===== src/rtl/instr_sequencer.sv =====
// Instruction sequencer: fetches {op, operand} words, drives the external ALU,
// keeps the accumulator, and handles jumps, calls/returns and LD/ST traffic.
module instr_sequencer #(
    parameter int WIDTH       = 16,
    parameter int ADDR_W      = 8,
    parameter int STACK_DEPTH = 4
) (
    input  logic                 clk,
    input  logic                 rst_n,
    input  logic                 run,
    output logic [ADDR_W-1:0]    pc_addr,
    input  logic [8+WIDTH-1:0]   instr_in,
    output logic [ADDR_W-1:0]    dmem_addr,
    output logic [WIDTH-1:0]     dmem_wdata,
    output logic                 dmem_we,
    input  logic [WIDTH-1:0]     dmem_rdata,
    output logic [7:0]           alu_op,
    output logic [WIDTH-1:0]     alu_in1,
    output logic [WIDTH-1:0]     alu_in2,
    input  logic [WIDTH-1:0]     alu_out,
    input  logic                 alu_overflow,
    output logic [WIDTH-1:0]     acc,
    output logic                 ovf_flag,
    output logic                 stack_err,
    output logic                 halted,
    output logic [2:0]           state_dbg
);

    // Opcode values mirror the shared instruction definitions used by the ALU.
    localparam logic [7:0] OP_NOP = 8'h00;
    localparam logic [7:0] OP_NOT = 8'h01;
    localparam logic [7:0] OP_XOR = 8'h02;
    localparam logic [7:0] OP_OR  = 8'h03;
    localparam logic [7:0] OP_AND = 8'h04;
    localparam logic [7:0] OP_SUB = 8'h05;
    localparam logic [7:0] OP_ADD = 8'h06;
    localparam logic [7:0] OP_RR  = 8'h07;
    localparam logic [7:0] OP_RL  = 8'h08;
    localparam logic [7:0] OP_DEC = 8'h09;
    localparam logic [7:0] OP_INC = 8'h0A;
    localparam logic [7:0] OP_LDI = 8'h0B;
    localparam logic [7:0] OP_LD  = 8'h0C;
    localparam logic [7:0] OP_ST  = 8'h0D;
    localparam logic [7:0] OP_JMP = 8'h0E;
    localparam logic [7:0] OP_JMA = 8'h0F;
    localparam logic [7:0] OP_CLL = 8'h10;
    localparam logic [7:0] OP_RET = 8'h11;
    localparam logic [7:0] OP_RST = 8'h12;

    localparam int SP_W = $clog2(STACK_DEPTH) + 1;
    localparam logic [SP_W-1:0] SP_FULL = SP_W'(STACK_DEPTH);

    typedef enum logic [2:0] {
        S_IDLE   = 3'd0,
        S_FETCH  = 3'd1,
        S_DECODE = 3'd2,
        S_EXEC   = 3'd3,
        S_MEM    = 3'd4,
        S_HALT   = 3'd5
    } state_t;

    state_t              state, state_nxt;
    logic [ADDR_W-1:0]   pc, pc_nxt, pc_inc, target;
    logic [WIDTH-1:0]    acc_nxt;
    logic [8+WIDTH-1:0]  ir;
    logic [7:0]          op;
    logic [WIDTH-1:0]    operand;
    logic [SP_W-1:0]     sp, sp_nxt;
    logic [SP_W-2:0]     top_idx;
    logic [ADDR_W-1:0]   stack [STACK_DEPTH];
    logic                push;
    logic                ovf_nxt, err_nxt;

    assign op        = ir[8+WIDTH-1:WIDTH];
    assign operand   = ir[WIDTH-1:0];
    assign target    = operand[ADDR_W-1:0];
    assign pc_inc    = pc + 1'b1;
    assign top_idx   = sp[SP_W-2:0] - 1'b1;
    assign pc_addr   = pc;
    assign halted    = (state == S_HALT);
    assign state_dbg = state;

    always_ff @(posedge clk) begin
        if (!rst_n) begin
            state     <= S_IDLE;
            pc        <= '0;
            acc       <= '0;
            ir        <= '0;
            sp        <= '0;
            ovf_flag  <= 1'b0;
            stack_err <= 1'b0;
        end else begin
            state     <= state_nxt;
            pc        <= pc_nxt;
            acc       <= acc_nxt;
            sp        <= sp_nxt;
            ovf_flag  <= ovf_nxt;
            stack_err <= err_nxt;
            if (state == S_DECODE) ir <= instr_in;
        end
    end

    // Stack entries carry no reset: sp alone defines which entries are live.
    always_ff @(posedge clk) begin
        if (push) stack[sp[SP_W-2:0]] <= pc_inc;
    end

    always_comb begin
        state_nxt  = state;
        pc_nxt     = pc;
        acc_nxt    = acc;
        sp_nxt     = sp;
        ovf_nxt    = ovf_flag;
        err_nxt    = stack_err;
        push       = 1'b0;
        alu_op     = OP_NOP;
        alu_in1    = acc;
        alu_in2    = operand;
        dmem_addr  = '0;
        dmem_wdata = '0;
        dmem_we    = 1'b0;

        case (state)
            S_IDLE:   if (run) state_nxt = S_FETCH;
            S_FETCH:  state_nxt = run ? S_DECODE : S_IDLE;
            S_DECODE: state_nxt = S_EXEC;
            S_EXEC: begin
                alu_op    = op;
                state_nxt = S_FETCH;
                pc_nxt    = pc_inc;
                case (op)
                    OP_NOT, OP_XOR, OP_OR, OP_AND, OP_SUB,
                    OP_ADD, OP_RR, OP_RL, OP_DEC, OP_INC: begin
                        acc_nxt = alu_out;
                        if (op == OP_ADD || op == OP_SUB || op == OP_INC || op == OP_DEC)
                            ovf_nxt = alu_overflow;
                    end
                    OP_LDI: begin
                        alu_in1 = operand;
                        acc_nxt = alu_out;
                    end
                    OP_LD: begin
                        dmem_addr = target;
                        pc_nxt    = pc;
                        state_nxt = S_MEM;
                    end
                    OP_ST: begin
                        dmem_addr  = target;
                        dmem_wdata = acc;
                        // Gated by reset so a reset landing on this cycle cancels the write.
                        dmem_we    = rst_n;
                    end
                    OP_JMP: pc_nxt = target;
                    OP_JMA: if (acc == '0) pc_nxt = target;
                    OP_CLL: begin
                        if (sp == SP_FULL) begin
                            err_nxt   = 1'b1;
                            pc_nxt    = pc;
                            state_nxt = S_HALT;
                        end else begin
                            push   = 1'b1;
                            sp_nxt = sp + 1'b1;
                            pc_nxt = target;
                        end
                    end
                    OP_RET: begin
                        if (sp == '0) begin
                            err_nxt   = 1'b1;
                            pc_nxt    = pc;
                            state_nxt = S_HALT;
                        end else begin
                            pc_nxt = stack[top_idx];
                            sp_nxt = sp - 1'b1;
                        end
                    end
                    OP_RST: begin
                        acc_nxt = '0;
                        pc_nxt  = '0;
                        sp_nxt  = '0;
                        ovf_nxt = 1'b0;
                    end
                    default: ;
                endcase
            end
            S_MEM: begin
                alu_op    = op;
                alu_in2   = dmem_rdata;
                dmem_addr = target;
                acc_nxt   = alu_out;
                pc_nxt    = pc_inc;
                state_nxt = S_FETCH;
            end
            S_HALT: ;
            default: state_nxt = S_IDLE;
        endcase
    end

endmodule


===== config.mk =====
export PLATFORM = sky130hd
export DESIGN_NAME = instr_sequencer
export DESIGN_NICKNAME = d
export VERILOG_FILES = /design/src/rtl/instr_sequencer.sv
export SDC_FILE = /design/constraint.sdc
export NUM_CORES = 1
export LEC_CHECK = 0
export ABC_AREA = 1
export BUFFER_PORTS_ARGS = -buffer_cell sky130_fd_sc_hd__buf_2
export CAP_MARGIN = 25
export CORE_UTILIZATION = 52
export CTS_CLUSTER_SIZE = 12
export DETAILED_ROUTE_END_ITERATION = 12
export PLACE_DENSITY = 0.88
export SLEW_MARGIN = 40
export SYNTH_ARGS = -nofsm -noshare
export SYNTH_HDL_FRONTEND = slang
export SYNTH_SLANG_ARGS = --single-unit

===== constraint.sdc =====
create_clock -name clk -period 2.5 [get_ports clk]
set_clock_uncertainty 0.1 [all_clocks]
set_input_delay 0.25 -clock clk [delete_from_list [all_inputs] [get_ports clk]]
set_output_delay 0.25 -clock clk [all_outputs]
set_load 0.02 [all_outputs]

# Word level (Yosys, flattened, before mapping)
# Memories as Yosys holds them, arrays and structs flattened.
# Cells that the tools add are included.
# word_totals
mem_bits_ro	0
regBits	56
latchBits	0
in_bits	60
mem_bits_rw	32
memories	1
word_cells	103
out_inout_bits	95
# mem_list
name	words	width	rd	rd_ports_with_merged_regs	wr	line	text
stack	4	8	1	0	1	70	logic [ADDR_W-1:0] stack [STACK_DEPTH];
# classes
bitwise_logic	1
n_shift	0
mul	0
order_cmp	0
eq_ne	34
reduce_logical	20
add_sub_neg	4
muxes	36
div	0
# ops
operator	count
$mux 16	5
$eq 8x4->1 const B	8
$pmux 16 s2	2
$pmux 8 s6	1
$mux 8	5
$eq 8x3->1 const B	4
$pmux 8 s2	2
$eq 8x5->1 const B	3
$pmux 3 s3	2
$pmux 3 s6	1
$eq 8x2->1 const B	2
$logic_not 16->1	1
$mux 3	5
$ne 2x2->1 const B	7
$reduce_and 4->1	3
$reduce_or 11->1	1
$mux 1	10
$reduce_or 10->1	1
$eq 3x3->1 const B	3
$add 8x1->8 const B	1
$eq 8x1->1 const B	1
$eq 3x2->1 const B	2
$logic_not 3->1	2
$ne 3x3->1 const B	2
14 further kinds	21

# Depth between registers and ports, before layout
# Gate-level depths: netlist of run 1.
# logic_depth
word_depth	6
depth_mapped	13
mapped_depth_nobuf	12

# Least setup slack after synthesis of run 1
# OpenSTA, ideal clock, no wires.
# synth_path
kind	register to register
startpoint	reg sp[0]
endpoint	mem stack[1][0] (enable)
setup_time_ns	0.371
stages_incl_launch_ff	8
synth_period_minus_slack_ns	2.180
t_arrival_ns	1.709
path_buffers	2
t_required_ns	2.029
setup_slack_ns	0.320
path_cell_list	dfxtp_1 buf_2 inv_1 buf_2 ha_1 nand2_1 nand3_1 nor2_1
# synth_via
elab_chain_cells	6
# synth_rtl
element	line	text
start, declared	68	logic [SP_W-1:0] sp, sp_nxt;
start signal, assigned	96	sp <= sp_nxt;
$eq 3x3->1	156	if (sp == SP_FULL) begin
$mux 1	156	
$mux 1	131	case (op)
$mux 1	123	case (state)
$mux 1	105	if (push) stack[sp[SP_W-2:0]] <= pc_inc;
$mux 1 (not written as such)	105	
end, declared	70	
# Parallel ways exist; a longest one is shown, timed or not.

# Worst setup path in the final report of run 1
# layout_path
startpoint	reg ir[22]
endpoint	out alu_in1[7]
# layout_via
elab_chain_cells	3
# layout_rtl
element	line	text
start, declared	65	logic [8+WIDTH-1:0] ir;
start signal, assigned	99	if (state == S_DECODE) ir <= instr_in;
$eq 8x4->1	131	
$mux 16	131	
$mux 16	123	
end, declared	18	output logic [WIDTH-1:0] alu_in1,
# Every way passes these cells.

==> impl_metrics.json, run 1 <==
{
  "setup_ws_ns": 0.160,
  "yosysSeqAreaShare_pct": 42.4,
  "critPathTopFamily": "simple AND/OR/NAND/NOR gates",
  "post_drt_wl_per_cell_um": 16.1,
  "crit_cells": 8,
  "dr.pass1.iters": 5,
  "syn_nets": 692,
  "syn_avg_cell_area_um2": 7.84,
  "setup_violations": 0,
  "crit_slowest_cell": "dfxtp_1",
  "ant_nets": 0,
  "fin_hold_ws_ns": 0.0240,
  "grt_pass1_wl_um": 22200,
  "synth.cell_area_um2": 4910,
  "finalCriticalPeriod_ns": 2.34,
  "worst_setup_path_start_kind": "flop",
  "final_hold_viol_count": 0,
  "rows": 35,
  "tns_ns": 0,
  "synth.area.top_cells": "dfxtp_1, edfxtp_1, nand2_1",
  "grt_max_degree": 50,
  "use_met1_pct": 34.9,
  "cts_num_sinks": 88,
  "die-area_um2": 9830,
  "worstSetupStartpoint": "ir[22]$_SDFFE_PN0N_",
  "clk_pin_slew_worst_paths_ns": 0.10,
  "layout_commonest_cell": "buf_2",
  "n_antenna_cell": 0,
  "syn_to_final_growth_pct": 21.7,
  "fillers": 758,
  "total_power_mw": 2.91,
  "layout-drive-gt1-share_pct": 33.4,
  "ir_drop_mv": 0.256,
  "grt_use_met2_pct": 49.5,
  "max-clock-path-buffers": 2,
  "criticalPathCategory": "reg -> out",
  "met3_usage_pct": 4.78,
  "tightest_slew_ns": 0.522,
  "status": "finished clean",
  "powerDensity_nw_per_um2": 487,
  "dpl_cell_area_um2": 5760,
  "busiest_layer": "met2",
  "fin_crit_sh_pct": 93.6,
  "synth.distinct_cells": 39,
  "hpwlAfterDp_um": 10800,
  "insertion_delay_ns": 0.37,
  "reg2reg_to": "pc_addr[7]$_SDFFE_PN0P_",
  "synth_ff_type": "dfxtp_1",
  "synth_top_area_share_pct": 22.9,
  "async_flop_share_pct": 0,
  "synth_edf_count": 32,
  "io_pins": 155,
  "tritoncts": "yes",
  "crit_buf_inv": 3,
  "final_max_slew_viol_count": 0,
  "regToRegSetupSlack_ns": 0.39,
  "p_leak_nw": 2.65,
  "postLayoutCellArea_um2": 5970,
  "slew_headroom_pct": 65.2,
  "vias": 4972,
  "final_cell_count_no_fill": 893,
  "slowest_delay_ns": 0.32,
  "crit_chain": "nor2_1 -> nand2_1 -> inv_2 -> nand4_2 -> or2_1 -> buf_6 -> o21ai_2 -> buf_2",
  "place_inst": 877,
  "fp.dieW_um": 99.1,
  "htreeDepth": 3,
  "cts_buffers": 9,
  "io_buffers": 154,
  "overflow": 0,
  "grt_antenna_before_repair": 0,
  "rsz0062_at_grt": "false",
  "cap_violations": 0,
  "first_iter_violations": 427,
  "crit_end": "alu_in1[7]",
  "post-cts-setup-buffers": 0,
  "final_util_pct": 64.9,
  "multi_input_area_um2": 2400,
  "yosysTopAreaCell": "dfxtp_1",
  "place_worst_setup_slack_ns": 0.367,
  "track_usage_pct": 29.0,
  "synth_warnings": 0,
  "gp_congestion": 0.975,
  "timing.rr.start": "sp[1]$_SDFFE_PN0P_",
  "seq_area_um2": 2080,
  "coreArea_um2": 9200,
  "end_kind": "output port",
  "grt_pass1_vias": 4650,
  "start_util_pct": 53.3,
  "routed_wirelength_um": 14300,
  "cts-root-buf": "clkbuf_8",
  "hold_path_class": "in -> reg",
  "fmax_mhz": 427,
  "syn-instance-count": 626,
  "cp.arrival_ns": 1.99,
  "crit_fanout": 32,
  "drc": 0,
  "die_height_um": 99.1,
  "postCtsHoldBufs": 0,
  "worst-r2r-cell-count": 11,
  "ys_seq_elements": 88,
  "finalNetCount": 843,
  "final_cell_mix": "buf_2, nand2_1, nor2_1",
  "required_ns": 2.15,
  "viasPerCell": 5.57
}
[how the worst min path moves through the flow]
| stage | to | slack [ns] | from | cells past startpoint |
|---|---|---|---|---|
| floorplan | acc[0]$_SDFFE_PN0P_ | 0.30 | alu_out[0] | 2 |
| finish | acc[12]$_SDFFE_PN0P_ | 0.02 | alu_out[12] | 3 |
| global placement | ovf_flag$_SDFFE_PN0P_ | 0.35 | ovf_flag$_SDFFE_PN0P_ | 2 |
| CTS | acc[8]$_SDFFE_PN0P_ | 0.03 | alu_out[8] | 3 |
| global route | acc[8]$_SDFFE_PN0P_ | 0.03 | alu_out[8] | 3 |
| detailed placement | stack_err$_SDFFE_PN0P_ | 0.36 | stack_err$_SDFFE_PN0P_ | 1 |
[Yosys cell counts (3+ instances only)]
| cell type | n |
|---|---|
| nand2_1 | 113 |
| nor2_1 | 64 |
| a21oi_1 | 60 |
| o21ai_0 | 60 |
| inv_1 | 58 |
| dfxtp_1 | 56 |
| edfxtp_1 | 32 |
| nand3_1 | 23 |
| o21ai_2 | 17 |
| nor3b_1 | 16 |
| clkbuf_1 | 15 |
| inv_2 | 11 |
| a21oi_2 | 10 |
| nor3_2 | 10 |
| nand2_2 | 9 |
| nor3_1 | 9 |
| o21ai_1 | 7 |
| o22ai_1 | 7 |
| buf_6 | 6 |
| ha_1 | 5 |
| xor2_1 | 5 |
| nand2_4 | 4 |
| buf_2 | 3 |
| nand3_2 | 3 |
| nor2_2 | 3 |
| nor2_4 | 3 |
[worst min-delay path: cells and delay by family]
| family | cells | cell delay (ns) |
|---|---|---|
| buffers and inverters | 1 | 0.09 |
| AO/OA/AOI/OAI | 1 | 0.05 |
| AND/OR/NAND/NOR | 1 | 0.08 |
[area by class of cell]
cell class | instances | share of cell area, %
Multi-Input combinational cell | 440 | 40.1
Sequential cell | 88 | 34.9
Timing Repair Buffer | 168 | 14.9
Inverter | 70 | 4.44
Tap cell | 111 | 2.33
Clock buffer | 9 | 2.08
Clock inverter | 7 | 1.19
[cells by family after synthesis]
| kind of cell | count (synthesis) | share of synthesized area (%) |
|---|---|---|
| and+or+nand+nor | 265 | 26.7 |
| AOI/OAI and AO/OA | 164 | 19.3 |
| buffers and inverters | 98 | 8.95 |
| DFF | 88 | 42.4 |
| adders and majority gates | 6 | 1.68 |
| xor gates and xnor gates | 5 | 0.893 |
[layer usage]
| metal | part of all wire, % | vias up |
|---|---|---|
| li1 | - | 2377 |
| met1 | 39 | 2266 |
| met2 | 49 | 273 |
| met3 | 7.6 | 56 |
| met4 | 4.9 | 0 |
| met5 | 0 | - |
[sequential cells by signal (all words and copies together), names as in the netlist]
signal	flops
pc_addr	8
stack_err	1
sp	3
state_dbg	3
ovf_flag	1
acc	16
stack	32
ir	24
[power by group]
group	internal, mW	switching (mW)	leakage [nW]
clock	0.390	0.579	0.0931
combinational	0.131	0.254	1.84
sequential	1.52	0.0380	0.722
[timing repair]
action,in CTS,in global routing
setup endpoints to repair,8,24
resized for setup,1,4
gates cloned,0,0
No activity file was read; power rests on OpenSTA's default activity.
==> run 2: changes to the inputs <==
--- a/config.mk
+++ b/config.mk
@@ -8,7 +8,9 @@
 export ABC_AREA = 1
 export BUFFER_PORTS_ARGS = -buffer_cell sky130_fd_sc_hd__buf_2
 export CAP_MARGIN = 25
-export CORE_UTILIZATION = 52
+export CELL_PAD_IN_SITES_DETAIL_PLACEMENT = 0
+export CELL_PAD_IN_SITES_GLOBAL_PLACEMENT = 1
+export CORE_UTILIZATION = 37
 export CTS_CLUSTER_SIZE = 12
 export DETAILED_ROUTE_END_ITERATION = 12
 export PLACE_DENSITY = 0.88
==> run 2 against run 1 <==
Against the previous run:
- design area grew 2.7%
- clock-buffer cell count is the same
- routed wire length grew 3.8%
- critical path depth shrank 1
==> impl_metrics.json, run 2 (synthesis gave the netlist of run 1 again) <==
{
  "status": "finished clean",
  "routed_wirelength_um": 14900,
  "crit_fanout": 30,
  "grt_pass1_wl_um": 23200,
  "crit_slowest_cell": "dfxtp_1",
  "worst_setup_path_start_kind": "flop",
  "final_cell_count_no_fill": 954,
  "tightest_slew_ns": 0.557,
  "layout-drive-gt1-share_pct": 33.8,
  "tns_ns": 0,
  "cts-resized-gates": 3,
  "timing.rr.start": "sp[1]$_SDFFE_PN0P_",
  "dr.pass1.iters": 5,
  "p_switching_mw": 0.917,
  "postCtsHoldBufs": 0,
  "pwr-share-comb_pct": 11.9,
  "layout_commonest_cell": "buf_2",
  "start_util_pct": 38.4,
  "crit_buf_inv": 3,
  "required_ns": 2.15,
  "slowest_delay_ns": 0.47,
  "reg2reg_to": "pc_addr[6]$_SDFFE_PN0P_",
  "ant_nets": 0,
  "cts_num_sinks": 88,
  "first_iter_violations": 312,
  "powerDensity_nw_per_um2": 532,
  "fmax_mhz": 419,
  "place_inst": 938,
  "drc": 0,
  "switching_share_pct": 28.1,
  "p_leak_nw": 2.70,
  "hpwlAfterDp_um": 11300,
  "fillers": 1236,
  "clkPwrFrac_pct": 40.4,
  "post-cts-setup-buffers": 0,
  "final_max_slew_viol_count": 0,
  "criticalPathCategory": "reg -> out",
  "grt_pass1_vias": 4516,
  "insertion_delay_ns": 0.35,
  "die-area_um2": 13700,
  "cts-root-buf": "clkbuf_16",
  "sequentialPowerShare_pct": 47.6,
  "io_buffers": 154,
  "rsz0062_at_grt": "false",
  "largest_reg_flops": 32,
  "grt_max_degree": 50,
  "rows": 41,
  "io_pins": 155,
  "final_hold_viol_count": 0,
  "cp.arrival_ns": 2.04,
  "coreArea_um2": 12800,
  "die_height_um": 117,
  "viasPerCell": 5.02,
  "max-clock-path-buffers": 2,
  "finalCriticalPeriod_ns": 2.39,
  "fp.dieW_um": 117,
  "worstSetupStartpoint": "ir[16]$_SDFFE_PN0N_",
  "worst-r2r-cell-count": 11,
  "hold_path_startpoint": "alu_out[8]",
  "htreeDepth": 3,
  "fin_crit_sh_pct": 95.5,
  "clk_pin_slew_worst_paths_ns": 0.07,
  "finalNetCount": 843,
  "crit_cells": 7,
  "final_cell_mix": "buf_2, nand2_1, nor2_1",
  "n_antenna_cell": 0,
  "hold_path_class": "in -> reg",
  "vias": 4789,
  "critPathTopFamily": "simple AND/OR/NAND/NOR gates",
  "ir_drop_mv": 0.299,
  "end_kind": "output port",
  "syn_to_final_growth_pct": 24.9,
  "crit_end": "alu_in1[3]",
  "post_drt_wl_per_cell_um": 15.6,
  "grt_antenna_before_repair": 0,
  "overflow": 0,
  "setup_violations": 0,
  "regToRegSetupSlack_ns": 0.41,
  "track_usage_pct": 22.5,
  "gp_congestion": 0.911,
  "slew_headroom_pct": 62.8,
  "tritoncts": "yes",
  "crit_chain": "nand2_2 -> inv_2 -> nand4_2 -> or2_1 -> buf_6 -> o21ai_2 -> buf_2",
  "cts_buffers": 9,
  "p_int_mw": 2.34,
  "cap_violations": 0
}
[run 2: metrics by stage]
step	setup slack, ns	util (%)	hold slack (ns)	power (mW)	instance area [um^2]
after floorplan	0.320	-	0.304	1.82	4910
after detailed placement	0.250	45.6	0.356	1.97	5820
after CTS	0.0377	47.9	0.0591	3.27	6120
after global placement	0.215	45.6	0.354	1.96	5820
after global routing	0.00962	48.0	0.0706	3.39	6130
final	0.112	48.0	0.0679	3.26	6130
[run 2: worst min path at each step]
stage / end / depth (start not counted) / slack, ns
global placement: stack_err$_SDFFE_PN0P_ / 1 / 0.35
finish: acc[8]$_SDFFE_PN0P_ / 3 / 0.07
detailed placement: stack_err$_SDFFE_PN0P_ / 1 / 0.36
CTS: acc[8]$_SDFFE_PN0P_ / 3 / 0.06
floorplan: acc[0]$_SDFFE_PN0P_ / 2 / 0.30
global route: acc[10]$_SDFFE_PN0P_ / 3 / 0.07
[run 2: power groups by stage]
stage | registers, mW | clock network [mW] | logic [mW]
floorplan | 1.59 | 0 | 0.228
finish | 1.55 | 1.32 | 0.389
detailed placement | 1.58 | 0 | 0.385
global placement | 1.58 | 0 | 0.380
CTS | 1.55 | 1.33 | 0.387
global route | 1.56 | 1.41 | 0.426
[run 2: worst min-delay path, stage by stage]
cell,delay [ns]
buf_2,0.08
a21oi_2,0.04
nor3_2,0.09
[run 2: layer usage]
layer  vias to the layer above  wire [um]  track usage (%)
li1                       2381          -                -
met1                      2229       6380             28.0
met2                       158       7350             38.3
met3                        21        795             4.58
met4                         0        348             8.69
met5                         -          0                0
[run 2: final cells by class]
cell class | count | area [um^2] | area share [%]
tap | 172 | 215 | 3.51
inverter | 70 | 268 | 4.37
clock inverter | 7 | 62.6 | 1.02
timing repair buffer | 168 | 880 | 14.4
sequential | 88 | 2080 | 34.0
clock buffer | 9 | 225 | 3.67
multi-input combinational | 440 | 2400 | 39.1
